`src/rtl/prog_seq_pkg.sv`:
```
// prog_seq_pkg: shared states, program base addresses and absolute branch targets.
package prog_seq_pkg;
  localparam int PC_W = 12;
  localparam int OFF_W = 6;
  localparam int LUT_W = 4;
  localparam int CNT_WD = 16;
  typedef enum logic [1:0] {IDLE, LAUNCH, RUN, DONE} state_t;
  localparam logic [11:0] PROG_BASE [4] = '{12'h000, 12'h100, 12'h200, 12'h300};
  localparam logic [11:0] BR_LUT [16] = '{
    12'h010, 12'h020, 12'h055, 12'h0A4, 12'h123, 12'h1F0, 12'h234, 12'h2AA,
    12'h300, 12'h3C3, 12'h456, 12'h5A5, 12'h789, 12'h800, 12'hABC, 12'hFFF
  };
endpackage

```
`src/rtl/branch_target_lut.sv`:
```
// branch_target_lut: combinational ROM mapping a branch index to its absolute target.
module branch_target_lut import prog_seq_pkg::*; #(
  parameter int PC_WIDTH = PC_W,
  parameter int LUT_AW = LUT_W
) (
  input  logic [LUT_AW-1:0]   idx,
  output logic [PC_WIDTH-1:0] tgt
);
  assign tgt = PC_WIDTH'(BR_LUT[4'(idx)]);
endmodule

```
`src/rtl/prog_sequencer.sv`:
```
// prog_sequencer: program start/done handshake, branch resolution and RUN-cycle counting
// in front of the PC register.
module prog_sequencer import prog_seq_pkg::*; #(
  parameter int PC_WIDTH = PC_W,
  parameter int OFF_WIDTH = OFF_W,
  parameter int LUT_AW = LUT_W,
  parameter int CNT_W = CNT_WD
) (
  input  logic                 clk,
  input  logic                 reset,
  input  logic                 start,
  input  logic [1:0]           prog_sel,
  input  logic [PC_WIDTH-1:0]  pc,
  input  logic                 halt,
  input  logic                 br_req,
  input  logic                 br_rel,
  input  logic [OFF_WIDTH-1:0] br_off,
  input  logic [LUT_AW-1:0]    br_idx,
  input  logic                 alu_flag,
  output logic                 branch_en,
  output logic [PC_WIDTH-1:0]  target,
  output logic                 exec_en,
  output logic                 busy,
  output logic                 done,
  output logic [CNT_W-1:0]     cycle_cnt
);
  state_t state_q, state_d;
  logic [1:0] prog_q, prog_d;
  logic [CNT_W-1:0] cnt_q, cnt_d;
  logic [PC_WIDTH-1:0] lut_tgt, rel_tgt;
  logic run, launch, take;
  branch_target_lut #(.PC_WIDTH(PC_WIDTH), .LUT_AW(LUT_AW)) u_lut (
    .idx(br_idx),
    .tgt(lut_tgt)
  );
  always_comb begin
    state_d = state_q;
    prog_d = prog_q;
    cnt_d = cnt_q;
    if (start) begin
      state_d = LAUNCH;
      prog_d = prog_sel;
      cnt_d = '0;
    end else if (state_q == LAUNCH) begin
      state_d = RUN;
    end else if (state_q == RUN) begin
      cnt_d = &cnt_q ? cnt_q : cnt_q + CNT_W'(1);
      state_d = halt ? DONE : RUN;
    end
  end
  always_ff @(posedge clk) begin
    if (!reset) begin
      state_q <= IDLE;
      prog_q <= '0;
      cnt_q <= '0;
    end else begin
      state_q <= state_d;
      prog_q <= prog_d;
      cnt_q <= cnt_d;
    end
  end
  assign run = state_q == RUN;
  assign launch = state_q == LAUNCH;
  // halt suppresses a same-cycle branch so the final PC load never happens
  assign take = run & br_req & alu_flag & ~halt;
  assign rel_tgt = pc + {{(PC_WIDTH-OFF_WIDTH){br_off[OFF_WIDTH-1]}}, br_off};
  assign branch_en = launch | take;
  assign target = launch ? PC_WIDTH'(PROG_BASE[prog_q]) : take ? (br_rel ? rel_tgt : lut_tgt) : '0;
  assign exec_en = run;
  assign busy = launch | run;
  assign done = state_q == DONE;
  assign cycle_cnt = cnt_q;
endmodule

```
`config.mk`:
```
export PLATFORM = sky130hd
export DESIGN_NAME = prog_sequencer
export DESIGN_NICKNAME = d
export VERILOG_FILES = /design/src/rtl/prog_seq_pkg.sv /design/src/rtl/branch_target_lut.sv /design/src/rtl/prog_sequencer.sv
export SDC_FILE = /design/constraint.sdc
export NUM_CORES = 1
export LEC_CHECK = 0
export CORE_ASPECT_RATIO = 1.5
export CORE_MARGIN = 2
export CORE_UTILIZATION = 45
export DETAILED_ROUTE_END_ITERATION = 8
export GPL_TIMING_DRIVEN = 0
export PLACE_DENSITY = 0.86
export SETUP_SLACK_MARGIN = 0.02
export SLEW_MARGIN = 20
export SYNTH_ARGS = -nofsm -noshare
export SYNTH_HDL_FRONTEND = slang
export SYNTH_SLANG_ARGS = --single-unit
```
`constraint.sdc`:
```
create_clock -name clk -period 2.75 [get_ports clk]
set_clock_uncertainty 0.15 [all_clocks]
set_input_delay 0.275 -clock clk [delete_from_list [all_inputs] [get_ports clk]]
set_output_delay 0.275 -clock clk [all_outputs]
set_load 0.01 [all_outputs]
```
==> impl.org <==
** CTS
- Buffers inserted during clock tree synthesis total 3.
- Clk pin slew, worst setup/hold paths :: 0.08 ns
- Num Clock Sinks :: 20
- The clock passes through at most 2 buffers.
- CTS built an H-tree with a depth of 1.
- Clock insertion delay at the later pin of the skew report :: 0.26 ns
- TritonCTS built the clock tree.
- The tree is rooted in a sky130_fd_sc_hd__clkbuf_8.

** Floorplan
- Initial cell density of the core :: 47.4%
- The floorplan step set the die width to 58.9 um.
- Top-Level Pins :: 63
- Num rows :: 29
- The total area inside the core boundary comes to 0.00428 mm2.
- The die covers 0.00508 mm2.
- The floorplan step set the die height to 86.3 um.

** Synth
- The number of nets handed over by synthesis was 308.
- Post-synthesis sequential element count :: 20
- Of the total synthesized cell area, the portion taken by full adders, half adders and majority gates is 14.5%.
- The synthesized netlist devotes 7.33% of its cell area to XOR and XNOR gates.
- Simple-Gate Fraction of Synth Area :: 23.7%
- Summing the areas of all compound-gate instances in the mapped netlist gives 22.8% of the synthesized area.
- After synthesis, the mean cell area works out to 7.99 um2.
- Combinational family with the most area after synthesis :: simple AND/OR/NAND/NOR gates
- Synth top area cells :: sky130_fd_sc_hd__dfxtp_1 (20%), sky130_fd_sc_hd__ha_1 (14%), sky130_fd_sc_hd__xnor2_1 (6.9%)
- Synth Cell Area :: 0.00203 mm2
- Yosys cell types :: 56
- The synthesized design spends more area on one cell type than any other, namely sky130_fd_sc_hd__dfxtp_1.
- The Yosys step of the flow raised 0 warnings.
- Sequential cells were found to cover 19.7% of the synthesized design area.
- In this run, synthesis inferred 0 flip-flops with an integrated enable.
- Post-Synthesis Cells :: 254
- Fraction of registers with async set/reset :: 0%
- Portion of synthesized cell area occupied by the leading cell type :: 19.7%
- After synthesis, the share of cell area in mux cells is 6.65%.
- Most common flop cell mapped by yosys :: sky130_fd_sc_hd__dfxtp_1

** Route
- For this block, wires on met1 add up to 2210 um.
- The first routing iteration left 95 violations.
- Uppermost signal routing layer after detailed routing :: met4
- DRT Pass-1 Iters :: 6
- Number of DRC violations after detailed routing :: 7
- Via count :: 2,168
- WL met2 :: 3180 um
- After detailed routing, the average wire length per cell comes to 16.1 um.
- The detail route stage leaves a number of antenna-violating nets equal to 0.
- Number of vias per cell after detailed routing :: 5.91
- The routed design has 5910 um of wire.
- Detailed routing placed a total of 346 um of wire on met3.

** Pwr
- Relative contribution of combinational cells to total power :: 35.0%
- Maximum resistive drop on vdd :: 0.000364 V
- The internal power of the cells totals 644 uW.
- Leakage :: 1.19 nW
- Switch share :: 28.8%
- The share of total power dissipated in the clock network is 32.3%.
- Sw Pwr :: 261 uW
- PnR Total Power :: 906 uW
- The share of total power dissipated in sequential elements is 32.8%.
- Power spread over the standard cell area amounts to 308 mW/mm2.

** Job
- Across the run, the number of max-cap violations was 0.

** STA
- Hold Violations, Final :: 0
- Slew at the pin closest to its max-slew limit :: 0.559 ns
- Max transition margin :: 62.5%
- The count of pins over their slew limit was 0.
- Highest clock frequency the design can meet :: 366 MHz
- In the post-route analysis, the smallest setup slack over all paths is 0.0161 ns.
- Endpoints failing setup :: 0
- The smallest clock period supported by the final layout is computed as 2.73 ns.
- In the final timing run, aggregate negative setup slack is 0 ns.
- Dividing the final minimum period by the clock period gives 99.4%.
- Worst-case hold slack :: 0.358 ns

** Setup path
- STA classifies the critical path endpoint as a primary output.
- Data required time of the worst path :: 2.33 ns
- Category of the worst setup path launch point :: input pin
- Worst Setup Path Type :: input pin to primary output
- Largest fanout on the critical path :: 4
- Source of the critical timing path :: br_off[1]
- Critical Path AT :: 2.31 ns
- Startpoint of the most critical register-to-register path :: state_q[1]

** GRT
- The first global-routing pass estimated 8810 um of wire.
- Vias in the first global route :: 2,058
- Pin count of the biggest net entering global routing :: 13
- Overall Global Routing Usage :: 21.4%
- The initial antenna violation count is 0.
- Remaining global-route overflow :: 0

** Layout
- Share of layout cells above drive strength 1 :: 16.5%
- The area growth from synthesis to layout is 44.8%.
- After routing the design area is 0.00294 mm2.
- Once layout is complete, the cells apart from fillers number 367.
- Ant diodes :: 0
- Layout net count :: 376
- Number of filler cells placed in the layout :: 331
- Once layout is complete, the utilization of the core stands at 68.7%.

** Hold path
- The worst hold path begins at state_q[1].
- The path class of the tightest hold or removal check is flop to flop.

** Status
- The final reports fail on design-rule violations.
- Run status :: finished, violations left

** Placed design
- Routability-driven placement finished with a final weighted congestion of 0.917.
- Cell area after placement :: 0.00268 mm2
- Input and output buffers added on the ports amount to 59.
- Once placement completed, the tool counted placed cells totaling 359.
- After legalization and detailed placement, the total HPWL measured 4240 um.
- OpenSTA, run right after detailed placement, puts the worst setup slack at -0.728 ns.
## cell families after synthesis
group / count (synthesis)
AO/OA/AOI/OAI: 65
multiplexers: 11
buffers and inverters: 26
XOR/XNOR: 17
adder cells (fa/ha/maj): 23
AND/OR/NAND/NOR: 92
flip-flops: 20
## power by group through the flow
stage | sequential [mW] | combinational, mW | clock (mW)
4_1_cts | 0.297 | 0.276 | 0.295
6_report | 0.297 | 0.317 | 0.292
2_1_floorplan | 0.303 | 0.165 | 0
3_5_place_dp | 0.303 | 0.260 | 0
5_1_grt | 0.297 | 0.341 | 0.303
3_3_place_gp | 0.303 | 0.255 | 0
## flip-flops by register name, summed over array words and instances (netlist names)
signal and count:
state_q 2, cycle_cnt 16, prog_q 2
## cell usage in the layout, fill, tap and decap left out, drive strengths merged, types with 4 or more instances in the layout
cell type and instances:
clkdlybuf4s50 36, nor2 30, ha 22, dfxtp 20, a21oi 18, xnor2 16
nand2 14, buf 14, inv 13, nand3 11, clkbuf 11, dlymetal6s2s 10
o21ai 10, mux2i 9, a211oi 8, nor3 6, a21o 5, dlygate4sd2 5
nor4 4, a311oi 4, nand4 4
## per-layer routing
metal,global-route usage [%],vias up
met3,2.69,20
met2,41.0,91
met4,8.06,0
met5,0,-
li1,-,1059
met1,22.9,998
## worst paths after layout
kind                        to  cells after the start  slack [ns]
setup reg to reg  cycle_cnt[8]                      7        0.61
setup / recovery    target[11]                      8        0.02
hold / removal      state_q[1]                      2        0.36
hold reg to reg     state_q[1]                      2        0.36
## layout make-up
cell class	count	area [um2]	share of cell area (%)
plain buffers	12	55.1	1.87
clock buffers	3	41.3	1.40
clock inverters	1	30.0	1.02
inverters	13	48.8	1.66
multi-input cells	208	1680	57.1
flip-flops and latches	20	400	13.6
well taps	46	57.6	1.96
repair buffers	64	628	21.4
## cells in the mapped netlist, types with 3 or more instances
library cell and n:
sky130_fd_sc_hd__a211oi_1 8, sky130_fd_sc_hd__a21oi_1 17, sky130_fd_sc_hd__nor2_1 30, sky130_fd_sc_hd__a311oi_1 4, sky130_fd_sc_hd__mux2i_1 9, sky130_fd_sc_hd__xnor2_1 16
sky130_fd_sc_hd__ha_1 22, sky130_fd_sc_hd__clkbuf_1 8, sky130_fd_sc_hd__or3_1 3, sky130_fd_sc_hd__nand2_1 14, sky130_fd_sc_hd__nor3_1 5, sky130_fd_sc_hd__a21o_1 5
sky130_fd_sc_hd__nand4_1 3, sky130_fd_sc_hd__nand2b_1 3, sky130_fd_sc_hd__dfxtp_1 20, sky130_fd_sc_hd__nand3_1 11, sky130_fd_sc_hd__nand3b_1 3, sky130_fd_sc_hd__o21ai_0 10
sky130_fd_sc_hd__nor4_1 4, sky130_fd_sc_hd__inv_1 13
## timing repair
action / 4_1_cts / 5_1_grt
resized for setup: 42 / 35
pin swaps: 5 / 13
hold buffers: 0 / 0
buffers inserted: 3 / 2
setup endpoints to repair: 12 / 10
## critical path, stage by stage
cell and delay (ns):
sky130_fd_sc_hd__clkdlybuf4s50_1 0.45, sky130_fd_sc_hd__ha_1 0.29, sky130_fd_sc_hd__a21o_1 0.17, sky130_fd_sc_hd__nand3_2 0.16
sky130_fd_sc_hd__a2111oi_4 0.40, sky130_fd_sc_hd__o21ai_0 0.18, sky130_fd_sc_hd__a31oi_1 0.22, sky130_fd_sc_hd__buf_2 0.17
(Power assumes the default switching activity.)
